--- config.mk ---
export PLATFORM = sky130hd
export DESIGN_NAME = multi_port_serial_router
export DESIGN_NICKNAME = d
export VERILOG_FILES = /design/src/rtl/serial_router_pkg.sv /design/src/rtl/router_down_counter.sv /design/src/rtl/multi_port_serial_router.sv
export SDC_FILE = /design/constraint.sdc
export NUM_CORES = 1
export LEC_CHECK = 0
export ABC_CLOCK_PERIOD_IN_PS = 2300
export CAP_MARGIN = 0
export CORE_ASPECT_RATIO = 1.75
export CORE_MARGIN = 4
export CORE_UTILIZATION = 38
export CTS_CLUSTER_SIZE = 8
export DETAILED_ROUTE_END_ITERATION = 16
export PLACE_DENSITY = 0.71
export SYNTH_ARGS = -nofsm -noshare
export SYNTH_HDL_FRONTEND = slang
export SYNTH_SLANG_ARGS = --single-unit
export TNS_END_PERCENT = 100
--- constraint.sdc ---
create_clock -name clk -period 2.3 [get_ports clk]
set_clock_uncertainty 0.15 [all_clocks]
set_input_delay 0.46 -clock clk [delete_from_list [all_inputs] [get_ports clk]]
set_output_delay 0.46 -clock clk [all_outputs]
set_load 0.005 [all_outputs]
--- src/rtl/serial_router_pkg.sv ---
// Shared types and constants for the multi-port serial router.
// The PARITY state encoding is always present; it is only reachable
// when the top is built with PARITY_CHECK_EN defined.
package serial_router_pkg;

    typedef enum logic [2:0] {
        IDLE     = 3'd0,
        HDR_PORT = 3'd1,
        HDR_LEN  = 3'd2,
        DATA     = 3'd3,
        DONE     = 3'd4,
        PARITY   = 3'd5
    } state_t;

    localparam int DEF_NUM_PORTS = 4;
    localparam int DEF_PORT_W    = 2;
    localparam int DEF_LEN_W     = 5;

    // Bits needed to hold values 0..n-1, never less than one bit.
    function automatic int sr_clog2(input int n);
        int w = 1;
        for (int i = 0; i < 31; i++) begin
            if ((1 << w) < n) w = w + 1;
        end
        return w;
    endfunction

endpackage

--- src/rtl/router_down_counter.sv ---
// Loadable down counter holding the payload bits still to route.
// tc flags the last bit (count == 1) so the controller can leave DATA
// on the same strobe that drives the count to zero; it never wraps.
module router_down_counter #(
    parameter int W = 5
) (
    input  logic         clk,
    input  logic         rst,
    input  logic         load,
    input  logic [W-1:0] load_val,
    input  logic         en,
    output logic [W-1:0] count,
    output logic         tc
);

    // Load has priority; decrement stops at zero.
    always_ff @(posedge clk or negedge rst) begin
        if (!rst) begin
            count <= '0;
        end else if (load) begin
            count <= load_val;
        end else if (en && (count != '0)) begin
            count <= count - W'(1);
        end
    end

    assign tc = (count == W'(1));

endmodule

--- src/rtl/multi_port_serial_router.sv ---
// Frame-based serial demultiplexer: start bit, port header, length
// header, payload. Payload bits are routed combinationally to the port
// latched from the header. Optional macro PARITY_CHECK_EN adds a trailing
// even-parity bit (over header and payload) and the parity_ok output.
module multi_port_serial_router
    import serial_router_pkg::*;
#(
    parameter int NUM_PORTS = DEF_NUM_PORTS,
    parameter int PORT_W    = DEF_PORT_W,
    parameter int LEN_W     = DEF_LEN_W
) (
    input  logic                 clk,
    input  logic                 rst,
    input  logic                 clk_en,
    input  logic                 ser_in,
    output logic [NUM_PORTS-1:0] port_out,
    output logic [NUM_PORTS-1:0] port_valid,
    output logic                 busy,
    output logic                 done,
    output logic                 frame_err,
    output logic [LEN_W-1:0]     remaining,
    output logic [PORT_W-1:0]    cur_port,
`ifdef PARITY_CHECK_EN
    output logic                 parity_ok,
`endif
    output state_t               state_dbg
);

    localparam int BCNT_W = sr_clog2((PORT_W > LEN_W) ? PORT_W : LEN_W);

`ifdef PARITY_CHECK_EN
    localparam state_t END_STATE = PARITY;
`else
    localparam state_t END_STATE = DONE;
`endif

    state_t              state, state_nxt;
    logic [BCNT_W-1:0]   bit_cnt;
    logic [PORT_W-1:0]   port_sh;
    logic [LEN_W-1:0]    len_sh;
    logic [PORT_W-1:0]   port_shifted;
    logic [LEN_W-1:0]    len_shifted;
    logic                bit_last;
    logic                port_bad;
    logic                cnt_load;
    logic                cnt_en;
    logic                cnt_tc;
`ifdef PARITY_CHECK_EN
    logic                par_acc;
`endif

    // Header shift values with the current bit appended (MSB-first).
    assign port_shifted = PORT_W'({port_sh, ser_in});
    assign len_shifted  = LEN_W'({len_sh, ser_in});
    assign bit_last     = (bit_cnt == '0);
    assign port_bad     = (int'(port_shifted) >= NUM_PORTS);

    assign cnt_load = (state == HDR_LEN) && clk_en && bit_last;
    assign cnt_en   = (state == DATA) && clk_en;

    // State register.
    always_ff @(posedge clk or negedge rst) begin
        if (!rst) state <= IDLE;
        else      state <= state_nxt;
    end

    // Next-state logic; DONE is left unconditionally after one clk.
    always_comb begin
        state_nxt = state;
        case (state)
            IDLE:     if (clk_en && !ser_in) state_nxt = HDR_PORT;
            HDR_PORT: if (clk_en && bit_last) state_nxt = HDR_LEN;
            HDR_LEN:  if (clk_en && bit_last)
                          state_nxt = (len_shifted == '0) ? END_STATE : DATA;
            DATA:     if (clk_en && cnt_tc) state_nxt = END_STATE;
`ifdef PARITY_CHECK_EN
            PARITY:   if (clk_en) state_nxt = DONE;
`endif
            DONE:     state_nxt = IDLE;
            default:  state_nxt = IDLE;
        endcase
    end

    // Header shift registers, bit counter, error/parity flags.
    always_ff @(posedge clk or negedge rst) begin
        if (!rst) begin
            bit_cnt   <= '0;
            port_sh   <= '0;
            len_sh    <= '0;
            frame_err <= 1'b0;
`ifdef PARITY_CHECK_EN
            par_acc   <= 1'b0;
            parity_ok <= 1'b0;
`endif
        end else if (clk_en) begin
            case (state)
                IDLE: begin
                    if (!ser_in) begin
                        port_sh   <= '0;
                        len_sh    <= '0;
                        frame_err <= 1'b0;
                        bit_cnt   <= BCNT_W'(PORT_W - 1);
`ifdef PARITY_CHECK_EN
                        par_acc   <= 1'b0;
                        parity_ok <= 1'b0;
`endif
                    end
                end
                HDR_PORT: begin
                    port_sh <= port_shifted;
`ifdef PARITY_CHECK_EN
                    par_acc <= par_acc ^ ser_in;
`endif
                    if (bit_last) begin
                        bit_cnt <= BCNT_W'(LEN_W - 1);
                        if (port_bad) frame_err <= 1'b1;
                    end else begin
                        bit_cnt <= bit_cnt - BCNT_W'(1);
                    end
                end
                HDR_LEN: begin
                    len_sh <= len_shifted;
`ifdef PARITY_CHECK_EN
                    par_acc <= par_acc ^ ser_in;
`endif
                    if (!bit_last) bit_cnt <= bit_cnt - BCNT_W'(1);
                end
`ifdef PARITY_CHECK_EN
                DATA: begin
                    par_acc <= par_acc ^ ser_in;
                end
                PARITY: begin
                    parity_ok <= (par_acc == ser_in);
                    if (par_acc != ser_in) frame_err <= 1'b1;
                end
`endif
                default: ;
            endcase
        end
    end

    router_down_counter #(.W(LEN_W)) u_cnt (
        .clk      (clk),
        .rst      (rst),
        .load     (cnt_load),
        .load_val (len_shifted),
        .en       (cnt_en),
        .count    (remaining),
        .tc       (cnt_tc)
    );

    // Zero-latency routing of ser_in to the selected, in-range port.
    always_comb begin
        port_out   = '0;
        port_valid = '0;
        if ((state == DATA) && !frame_err) begin
            for (int i = 0; i < NUM_PORTS; i++) begin
                if (port_sh == PORT_W'(i)) begin
                    port_valid[i] = 1'b1;
                    port_out[i]   = ser_in;
                end
            end
        end
    end

    assign busy      = (state != IDLE);
    assign done      = (state == DONE);
    assign cur_port  = port_sh;
    assign state_dbg = state;

endmodule

After elaboration in Yosys (flattened, before gate mapping)
Index checks and enable logic that the tools add are counted.
- register bits: 17
- bits of input ports: 4
- output and inout bits: 21
- logic and storage cells: 69
- add/subtract/negate cells: 2
- equal/unequal tests: 14
- muxes and demuxes: 26
- reductions and logical operators: 22
- operator list (operator ; count):
    $mux W3 ; 8
    $mux W4 ; 3
    $pmux W3 S4 ; 1
    $mux W5 ; 2
    $ne A2 B2 Y1 const B ; 5
    $pmux W3 S3 ; 1
    $mux W1 ; 8
    $pmux W4 S2 ; 1
    $reduce_and A4 Y1 ; 2
    $logic_and A1 B1 Y1 ; 7
    $eq A3 B2 Y1 const B ; 2
    $logic_not A3 Y1 ; 2
    $reduce_and A3 Y1 ; 2
    $reduce_bool A2 Y1 ; 3
    $reduce_bool A3 Y1 ; 2
    $eq A5 B1 Y1 const B ; 1
    $logic_not A5 Y1 ; 1
    $reduce_bool A5 Y1 ; 1
    $sub A5 B1 Y5 const B ; 1
    $eq A2 B2 Y1 const B ; 2
    $pmux W2 S2 ; 1
    $eq A3 B1 Y1 const B ; 1
    $eq A3 B3 Y1 const B ; 1
    $sub A3 B1 Y3 const B ; 1
    5 further kinds ; 5

Longest topological paths before layout
Gate-level depths: netlist of run 1.
- depth in word-level cells: 5
- gate-level depth with buffers: 7
- depth with buffers taken out: 6

Cells and area by module
From an unflattened synthesis of run 1, not the netlist that was laid out.
- cell total of the unflattened synthesis: 127
- area, all modules: 1106.1 um^2
- by module, submodules not included (module ; times used ; cells an instance ; area each (um^2) ; sequential area each (um^2)):
    multi_port_serial_router ; 1 ; 92 ; 772.0 ; 300.3
    router_down_counter ; 1 ; 35 ; 334.1 ; 125.1

Least setup slack after synthesis of run 1
No wires, ideal clock.
- path type: flip-flop to output port
- start point: reg state[1], in the netlist state_dbg[1]
- end point: out port_out[0]
- arrival: 1.289 ns
- data required time: 1.690 ns
- slack: 0.401 ns
- stages on the path, launching flop included: 6
- path buffers: 2
- cell sequence: dfrtp_1 -> buf_2 -> buf_1 -> nor2b_1 -> nand3b_1 -> nor2_1
- cells in the longest elaborated chain, start to end: 2
- ends and longest elaborated chain (element ; line ; RTL):
    start: declaration ; multi_port_serial_router.sv:37 ; state_t state, state_nxt;
    start signal: assignment ; multi_port_serial_router.sv:64 ; else state <= state_nxt;
    $eq A3 B2 Y1 ; multi_port_serial_router.sv:156 ; if ((state == DATA) && !frame_err) begin
    $mux W4 ; multi_port_serial_router.sv:156 ;
    end: declaration ; multi_port_serial_router.sv:16 ; output logic [NUM_PORTS-1:0] port_out,
Every way passes these cells.

Worst setup path after layout of run 1
- start point: reg state[2], in the netlist state_dbg[2]
- end point: out port_valid[2]
- cells in the longest elaborated chain, start to end: 2
- ends and longest elaborated chain (element ; line ; RTL):
    $eq A3 B2 Y1 ; multi_port_serial_router.sv:156 ;
    $mux W4 ; multi_port_serial_router.sv:156 ;
    end: declaration ; multi_port_serial_router.sv:17 ; output logic [NUM_PORTS-1:0] port_valid,
Every way passes these cells.

==> results by group, run 1 <==
Status
  – Status: finished, final reports clean

Place
  – Post-DP HPWL: 2.02 mm
  – I/O Buffers: 23
  – Post-place setup slack: -35.6 ps
  – Gpl congestion: 0.747

Timing
  – Worst Max-Slew Pin Slew: 571 ps
  – Setup violators final: 0
  – Fmax: 0.446 GHz
  – Final slew viol count: 0
  – RSZ-0062 raised after global routing: true
  – Rel. slew slack: 0.614
  – Min Tclk post-route: 2240 ps
  – Tcrit/Tclk final: 0.976
  – Setup_tns: 0 ps
  – Setup WS post-layout: 55.7 ps
  – Hold Violations, Final: 0

Power
  – PwrDens: 1210 mW/mm2
  – Pwr Total: 1.77 mW
  – Worst vdd ir: 0.643 mV
  – P_leak: 0.670 nW

Route
  – Avg Vias per Cell: 5.53
  – Via count: 1017
  – Wire per inst: 14.7 um
  – Violation count after the first detailed-route iteration: 30
  – # DRC: 0
  – First-pass DRT Iterations: 4
  – Post-Route WL: 2.70 mm
  – ANT nets after route: 0

Clock tree
  – CTS root buffer: clkbuf_8
  – Hold buffers post-CTS: 0
  – Clock buffer depth: 2
  – Skew-Pair Late Insertion Delay: 260 ps
  – Clock Sinks: 17
  – Worst-path clk slew: 70 ps
  – H-Tree Depth: 1
  – TritonCTS clock tree: done
  – CTS Buf Count: 3

Synthesis
  – Syn avg cell area: 8.58 um2
  – Post-synth top area cell: dfrtp_1
  – Cell Area, Synth: 0.00109 mm2
  – Top cells by area, synth: dfrtp_1, nor2_1, ha_1, a21oi_1, o21ai_0
  – Share of the synthesized area in the top cell type: 0.390
  – Netlist cell types: 39
  – Yosys warning count: 0
  – EDFF count, synth: 0
  – Seq cells post-synth: 17
  – Synth Net Count: 135
  – Syn Inst Count: 127
  – Seq/Total Area, Yosys: 0.390
  – Ys flop type: dfrtp_1
  – Post-synthesis async set-or-reset flop share: 1.00

Die
  – Die area: 0.00382 mm2
  – Rows: 25
  – Initial Util: 0.400
  – Boundary pin count: 25
  – Die Ht: 78.8 um
  – Die width: 48.5 um
  – Core area: 0.00272 mm2

Critical path
  – CP startpoint: state_dbg[2]
  – Critical Setup Path Class: flop to output pin
  – R2R Setup Slk: 280 ps
  – Worst r2r src: u_cnt.count[1]
  – FF-to-FF End: state_dbg[0]
  – Critical Path Stages: 4
  – Cell breakdown of the critical path: nor2b_2 -> nand3b_1 -> nor2_1 -> clkdlybuf4s50_1
  – Max incr delay on CP: 520 ps
  – Top Family by Delay on Critical Path: buffers and inverters
  – Worst Reg-to-Reg Cells: 6
  – CP max FO: 3
  – CP Launch Type: flop
  – Crit path DAT: 1630 ps
  – Slowest stage cell, crit path: clkdlybuf4s50_1
  – Critical Path RT: 1690 ps
  – Crit path buffers/inverters: 1
  – Crit. End Element: output pin
  – Critical Path Sink: port_valid[2]

Hold path
  – Hold/Removal Path Class: flop to flop

Layout
  – ANT cells: 0
  – Area growth syn-to-layout: 34.7%
  – Share of cells above drive strength 1: 0.153
  – Filler instances: 242
  – Final Net Count: 166

GRT
  – Initial antenna violation count: 0
  – First-pass GRT wire length: 4.45 mm
  – Grt ovf: 0
  – Largest net degree at the start of global routing: 20
  – Total track usage: 0.145
  – Vias in the first global route: 997

Run
  – Max-cap violations: 0
-- per-stage QoR --
step	instance area [um2]	hold WS, ps	instances	util
5_1_grt	1470	367	184	0.539
3_3_place_gp	1390	319	179	0.510
3_5_place_dp	1390	320	179	0.510
6_report	1470	332	184	0.539
2_1_floorplan	1090	14.4	127	-
4_1_cts	1430	331	183	0.527
-- cell type report --
cell class	count	area, um2	area share
repair buffers	33	319	0.217
clock buffers	4	45.0	0.0307
flip-flops and latches	17	427	0.291
well taps	27	33.8	0.0230
inverters	9	33.8	0.0230
multi-input cells	94	609	0.415
-- routing by layer --
metal	up-vias	track usage	wire length, um
met1	495	0.159	1070
met3	4	0.0188	54
met4	0	0.0593	51
met2	13	0.271	1520
li1	505	-	-
met5	-	0	0
-- cell families (layout without fill, tap and decap cells) --
logic type / after synthesis / after routing / share of synthesized area
mux: 4 / 4 / 0.0390
simple gates: 51 / 51 / 0.253
buf+inv: 16 / 46 / 0.0620
compound gates: 30 / 30 / 0.175
fa+ha+maj: 4 / 4 / 0.0459
xor+xnor: 4 / 4 / 0.0321
flops: 17 / 17 / 0.390
other cells: 1 / 1 / 0.00344
-- where the power goes --
| group | internal, mW | total (mW) | switching (mW) | leakage (nW) |
|---|---|---|---|---|
| Clock | 0.123 | 0.226 | 0.103 | 0.0228 |
| Combinational | 0.518 | 0.984 | 0.466 | 0.433 |
| Sequential | 0.419 | 0.565 | 0.146 | 0.214 |
-- sequential cells by signal, summed over array words and instances, names as in the netlist --
name / cells
u_cnt.count: 5
len_sh: 4
bit_cnt: 3
state_dbg: 3
cur_port: 2
-- cells in the final DEF (no fill, tap or decap), drive strengths merged, types with 4 or more instances in the layout --
cell and n:
a211oi 5, a21oi 8, buf 10, clkbuf 4, clkdlybuf4s50 19, dfrtp 17
ha 4, inv 9, nand2 10, nand3 4, nor2 16, nor3b 5
o21ai 8, or3 4, xnor2 4
-- worst min path at each step --
stage / to / cells after the start / slack (ps) / start
2_1_floorplan: bit_cnt[0] / 0 / 10 / rst
3_3_place_gp: bit_cnt[2] / 1 / 320 / bit_cnt[2]
3_5_place_dp: bit_cnt[2] / 1 / 320 / bit_cnt[2]
4_1_cts: bit_cnt[2] / 1 / 330 / bit_cnt[2]
5_1_grt: bit_cnt[2] / 1 / 370 / bit_cnt[2]
6_report: bit_cnt[2] / 1 / 330 / bit_cnt[2]
-- what timing repair did --
item	CTS	global route
cloned	0	0
gates resized for setup	2	8
endpoints found under the setup margin	4	10
pin swaps	0	1
buffers inserted	0	1
-- Yosys cell counts, drive strengths merged (2+ instances only) --
library cell,instances
nor3,2
a21oi,8
a211oi,5
mux2,2
nor4b,2
nand2,10
inv,9
o21ai,8
or3,4
dfrtp,17
a31o,2
nor2,16
xnor2,4
nor2b,2
ha,4
nand3,4
mux2i,2
nor3b,5
buf,4
clkbuf,3
Note: power is estimated with default switching activity, not from simulation.
==> inputs of run 2 (changes only) <==
--- a/config.mk
+++ b/config.mk
@@ -9,10 +9,10 @@
 export CAP_MARGIN = 0
 export CORE_ASPECT_RATIO = 1.75
 export CORE_MARGIN = 4
-export CORE_UTILIZATION = 38
+export CORE_UTILIZATION = 35
 export CTS_CLUSTER_SIZE = 8
 export DETAILED_ROUTE_END_ITERATION = 16
-export PLACE_DENSITY = 0.71
+export PLACE_DENSITY = 0.67
 export SYNTH_ARGS = -nofsm -noshare
 export SYNTH_HDL_FRONTEND = slang
 export SYNTH_SLANG_ARGS = --single-unit
==> run 2 against run 1 <==
  * Combinational power about the same
  * Register-to-register slack about the same
  * Global-route usage up 0.28 points
  * Utilization down 3.9 points
  * Total power up 0.14%
  * Sequential power down 4%
  * Highest routed layer unchanged
  * Largest power group unchanged
  * Worst setup slack better by 55 ps
  * First-iteration DRC count up 6.7%
  * Critical endpoint is now port_out[2]
  * Critical path depth unchanged
  * Sequential share of layout area down 0.35 points
==> results by group, run 2 (synthesis gave the netlist of run 1 again) <==
Layout
  – Final Net Count: 167 (+0.60%)
  – Biggest register: u_cnt.count
  – Share of cells above drive strength 1: 0.146 (-0.00730)
  – Core Util, Final: 0.500 (-0.0389)
  – Area of the multi-input gates: 611 um2 (+0.21%)
  – Most frequent cells in the layout: clkdlybuf4s50_1, dfrtp_1, nor2_1
  – Top Registers: u_cnt.count x5, len_sh x4
  – Filler instances: 276 (+14%)
  – Commonest non-fill, non-tap cell in the layout: clkdlybuf4s50_1
  – Storage cell area: 425 um2 (-0.29%)
  – Area growth syn-to-layout: 35.9%
  – ANT cells: 0 (unchanged)
  – Largest register FFs: 5 (unchanged)
  – Non-Filler Instances: 200 (+8.7%)

Timing
  – Worst Max-Slew Pin Slew: 518 ps (-52.8 ps)
  – RSZ-0062 raised after global routing: false
  – Setup violators final: 0 (unchanged)
  – Fmax: 0.457 GHz (+2.5%)
  – Hold Violations, Final: 0 (unchanged)
  – Setup WS post-layout: 111 ps (+54.9 ps)
  – Min Tclk post-route: 2190 ps (-54.9 ps)
  – Tcrit/Tclk final: 0.952 (-0.0238)
  – Rel. slew slack: 0.651 (+0.0369)
  – Final slew viol count: 0 (unchanged)
  – Hold slack: 336 ps (+3.73 ps)

Route
  – Via count: 1032 (+1.5%)
  – # DRC: 0 (unchanged)
  – Avg Vias per Cell: 5.16 (-6.6%)
  – Post-Route WL: 2.66 mm (-1.2%)
  – Violation count after the first detailed-route iteration: 32 (+6.7%)
  – Wire per inst: 13.3 um (-9.1%)
  – ANT nets after route: 0 (unchanged)
  – First-pass DRT Iterations: 4 (unchanged)

Critical path
  – Crit. End Element: output pin
  – Critical Setup Path Class: flop to output pin
  – Max incr delay on CP: 510 ps (about the same)
  – Crit path buffers/inverters: 1 (unchanged)
  – Critical Path RT: 1690 ps (about the same)
  – CP max FO: 4 (+1)
  – Cell breakdown of the critical path: nor2b_4 -> nand3b_1 -> nor2_1 -> clkdlybuf4s50_1
  – CP Launch Type: flop
  – Crit path DAT: 1580 ps (-50 ps)
  – Slowest stage cell, crit path: clkdlybuf4s50_1
  – Top Family by Delay on Critical Path: buffers and inverters

Clock tree
  – H-Tree Depth: 1 (unchanged)
  – Worst-path clk slew: 60 ps (about the same)
  – CTS root buffer: clkbuf_8
  – Clock buffer depth: 2 (unchanged)
  – Clock Sinks: 17 (unchanged)
  – Skew-Pair Late Insertion Delay: 250 ps (about the same)
  – TritonCTS clock tree: done
  – CTS Buf Count: 3 (unchanged)

Die
  – Initial Util: 0.368 (-0.0323)
  – Rows: 26 (+4.0%)
  – Die area: 0.00411 mm2 (+7.4%)
  – Die Ht: 81.8 um (+3.8%)
  – Boundary pin count: 25 (unchanged)
  – Die width: 50.2 um (+3.5%)
  – Core area: 0.00296 mm2 (+8.8%)

GRT
  – Grt ovf: 0 (unchanged)
  – Largest net degree at the start of global routing: 18 (-10%)
  – First-pass GRT wire length: 4.72 mm (+6.0%)
  – Vias in the first global route: 1060 (+6.3%)
  – Total track usage: 0.148 (+0.00279)
  – Initial antenna violation count: 0 (unchanged)

Place
  – I/O Buffers: 23 (unchanged)
  – Gpl congestion: 0.749 (+0.32%)
  – Post-place setup slack: -22.3 ps (+13.3 ps)
  – # placed instances: 194 (+8.4%)
  – Post-DP HPWL: 2.09 mm (+3.4%)

Status
  – Status: finished, final reports clean

Power
  – PwrDens: 1200 mW/mm2 (-0.79%)
  – P_leak: 0.628 nW (-6.2%)
  – Worst vdd ir: 0.567 mV (-12%)
  – Pwr Total: 1.78 mW (+0.14%)

Hold path
  – Hold/Removal Path Class: flop to flop

Run
  – Max-cap violations: 0 (unchanged)
==> run 2: changes by cell type in the layout (fill, tap and decap cells not counted), sizes merged <==
| cell | delta |
|---|---|
| buf | +1 |
| clkdlybuf4s50 | +2 |
| dlymetal6s2s | -2 |
==> run 2: final timing paths <==
check                      cells after the start          from              to  slack, ps
setup / recovery                               4  state_dbg[2]     port_out[2]        110
hold / removal                                 1    bit_cnt[2]      bit_cnt[2]        340
setup reg to reg                               7    bit_cnt[0]    state_dbg[0]        270
hold reg to reg                                1    bit_cnt[2]      bit_cnt[2]        340
max in group asynchronous                      2           rst  u_cnt.count[2]       1430
min in group asynchronous                      2           rst     cur_port[0]        380
==> run 2: timing repair <==
| action | in CTS | in global routing |
|---|---|---|
| setup buffers | 0 | 2 |
| endpoints found under the hold margin | 0 | 0 |
| resized for setup | 2 | 3 |
| pin swaps | 0 | 0 |
| hold buffers | 0 | 0 |
| setup endpoints to repair | 8 | 11 |
==> run 2: final cells by class <==
class | instances | area share
tap | 42 | 0.0355
multi-input combinational | 94 | 0.412
inverter | 9 | 0.0228
sequential | 17 | 0.287
timing repair buffer | 34 | 0.212
clock buffer | 4 | 0.0304
==> run 2: per-layer routing <==
layer	vias to the layer above	wire length, um	track usage
li1	509	-	-
met1	500	1060	0.165
met2	16	1460	0.270
met3	7	70	0.0200
met4	0	73	0.0720
met5	-	0	0
==> run 2: stage by stage <==
step / TNS, ps / area, um2
finish: 0 / 1480
global route: 0 / 1480
CTS: 0 / 1450
detailed placement: -60.4 / 1410
global placement: 0 / 1410
floorplan: 0 / 1090
==> run 2: power breakdown <==
group | internal (mW) | switching (mW) | total [mW]
Clock | 0.123 | 0.0957 | 0.218
Combinational | 0.528 | 0.485 | 1.01
Sequential | 0.417 | 0.127 | 0.545
==> inputs of run 3 (changes only) <==
==> constraint.sdc (replaced) <==
create_clock -name clk -period 2.3 [get_ports clk]
set_clock_uncertainty 0.15 [all_clocks]
set_input_delay 0.345 -clock clk [delete_from_list [all_inputs] [get_ports clk]]
set_output_delay 0.345 -clock clk [all_outputs]
set_load 0.005 [all_outputs]
==> run 3 against run 2 <==
  * Register-to-register slack better by 60 ps
  * Critical path depth down 1
  * Combinational power hardly changed
  * Sequential cell count unchanged
  * Utilization is 0.17 points lower
  * Maximum frequency rose by 0.71%
  * Total power increased by 0.31%
  * Sequential power up 3%
  * Largest power group unchanged
  * Worst hold slack got worse by 78 ps
==> results by group, run 3 (synthesis gave the netlist of run 1 again) <==
Route
  – Wire per inst: 13.5 um (+1.6%)
  – Violation count after the first detailed-route iteration: 27 (-16%)
  – # DRC: 0 (unchanged)
  – First-pass DRT Iterations: 4 (unchanged)
  – ANT nets after route: 0 (unchanged)
  – Via count: 1026 (-0.58%)
  – Post-Route WL: 2.71 mm (+1.6%)
  – Avg Vias per Cell: 5.13 (-0.58%)

Place
  – Post-DP HPWL: 2.09 mm (about the same)
  – I/O Buffers: 23 (unchanged)
  – # placed instances: 196 (+1.0%)
  – Gpl congestion: 0.781 (+4.3%)
  – Placed inst area: 0.00142 mm2 (+1.1%)
  – Post-place setup slack: 155 ps (+177 ps)

GRT
  – First-pass GRT wire length: 4.69 mm (-0.57%)
  – Total track usage: 0.147 (-0.000436)
  – Initial antenna violation count: 0 (unchanged)
  – Vias in the first global route: 1039 (-2.0%)
  – Largest net degree at the start of global routing: 18 (unchanged)
  – Grt ovf: 0 (unchanged)

Clock tree
  – Clock buffer depth: 2 (unchanged)
  – Skew-Pair Late Insertion Delay: 260 ps (about the same)
  – TritonCTS clock tree: done
  – Hold buffers post-CTS: 0 (unchanged)
  – CTS root buffer: clkbuf_8
  – Clock Sinks: 17 (unchanged)
  – H-Tree Depth: 1 (unchanged)
  – Worst-path clk slew: 70 ps (about the same)
  – CTS Buf Count: 3 (unchanged)

Critical path
  – Critical Path RT: 1800 ps (+110 ps)
  – Crit. End Element: output pin
  – CP Launch Type: flop
  – CP startpoint: state_dbg[2]
  – Max incr delay on CP: 450 ps (-60 ps)
  – Worst r2r src: state_dbg[2]
  – Worst Reg-to-Reg Cells: 5 (-2)
  – Crit path DAT: 1680 ps (+100 ps)
  – Critical Setup Path Class: flop to output pin
  – CP max FO: 13 (+9)
  – Cell breakdown of the critical path: buf_4 -> or3_1 -> clkdlybuf4s50_1
  – Slowest stage cell, crit path: clkdlybuf4s50_1

Layout
  – Filler instances: 284 (+2.9%)
  – Final instance area: 0.00148 mm2 (-0.34%)
  – Core Util, Final: 0.499 (-0.00169)
  – Non-Filler Instances: 200 (unchanged)
  – ANT cells: 0 (unchanged)
  – Final Net Count: 167 (unchanged)
  – Top Registers: u_cnt.count x5, len_sh x4
  – Biggest register: u_cnt.count
  – Area growth syn-to-layout: 35.5%
  – Most frequent cells in the layout: clkdlybuf4s50_1, nor2_1, dfrtp_1
  – Commonest non-fill, non-tap cell in the layout: clkdlybuf4s50_1
  – Share of cells above drive strength 1: 0.152 (+0.00633)
  – Largest register FFs: 5 (unchanged)

Die
  – Initial Util: 0.368 (unchanged)
  – Die area: 0.00411 mm2 (unchanged)
  – Boundary pin count: 25 (unchanged)
  – Die Ht: 81.8 um (unchanged)
  – Core area: 0.00296 mm2 (unchanged)
  – Rows: 26 (unchanged)
  – Die width: 50.2 um (unchanged)

Timing
  – Rel. slew slack: 0.650 (-0.00111)
  – Setup violators final: 0 (unchanged)
  – Final slew viol count: 0 (unchanged)
  – Setup_tns: 0 ps (unchanged)
  – Min Tclk post-route: 2170 ps (-15.4 ps)
  – RSZ-0062 raised after global routing: false
  – Hold Violations, Final: 0 (unchanged)
  – Tcrit/Tclk final: 0.945 (-0.00670)
  – Worst Max-Slew Pin Slew: 520 ps (+1.64 ps)
  – Setup WS post-layout: 126 ps (+15.4 ps)
  – Fmax: 0.460 GHz (+0.71%)

Power
  – PwrDens: 1210 mW/mm2 (+0.65%)
  – Worst vdd ir: 0.540 mV (-4.8%)
  – P_leak: 0.622 nW (-0.93%)

Hold path
  – Hold/Removal Path Class: input port to asynchronous set/reset pin

Run
  – Max-cap violations: 0 (unchanged)

Status
  – Status: finished, final reports clean
## run 3: stage by stage
stage | power [mW] | hold WS [ps]
after global routing | 1.96 | 271
after CTS | 1.79 | 268
after floorplan | 1.12 | -101
after detailed placement | 1.55 | 318
after global placement | 1.52 | 323
final | 1.78 | 258
## run 3: repair_timing
action,CTS,global route
endpoints found under the setup margin,0,8
hold endpoints to repair,0,0
resized for setup,0,3
buffers inserted,0,0
## run 3: per-layer routing
metal	vias up	wire, um	GRT usage
met4	0	66	0.0914
li1	505	-	-
met5	-	0	0
met2	18	1480	0.242
met3	7	76	0.0218
met1	496	1090	0.178
## run 3: final timing paths
path                                 to  slack [ps]
setup / recovery                   busy         130
min in group clk             bit_cnt[2]         330
hold reg to reg              bit_cnt[2]         330
setup reg to reg             bit_cnt[2]         330
hold / removal               bit_cnt[2]         260
max in group asynchronous  state_dbg[0]        1530
## run 3: worst max-delay path, delay by kind of cell (launching register included)
kind | cells | cell delay [ps]
flip-flops | 1 | 410
AND/OR/NAND/NOR | 1 | 370
buffers and inverters | 2 | 640
## run 3: report_power, final
group / leakage (nW) / switching (mW) / internal [mW]
registers: 0.214 / 0.145 / 0.419
logic: 0.383 / 0.456 / 0.535
clock network: 0.0255 / 0.107 / 0.120
## run 3: final cells by class
cell class	instances	area (um2)	area share
inverters	9	33.8	0.0229
clock inverters	1	5.00	0.00339
clock buffers	3	41.3	0.0280
multi-input cells	94	604	0.409
repair buffers	34	313	0.212
well taps	42	52.6	0.0356
flip-flops and latches	17	427	0.289
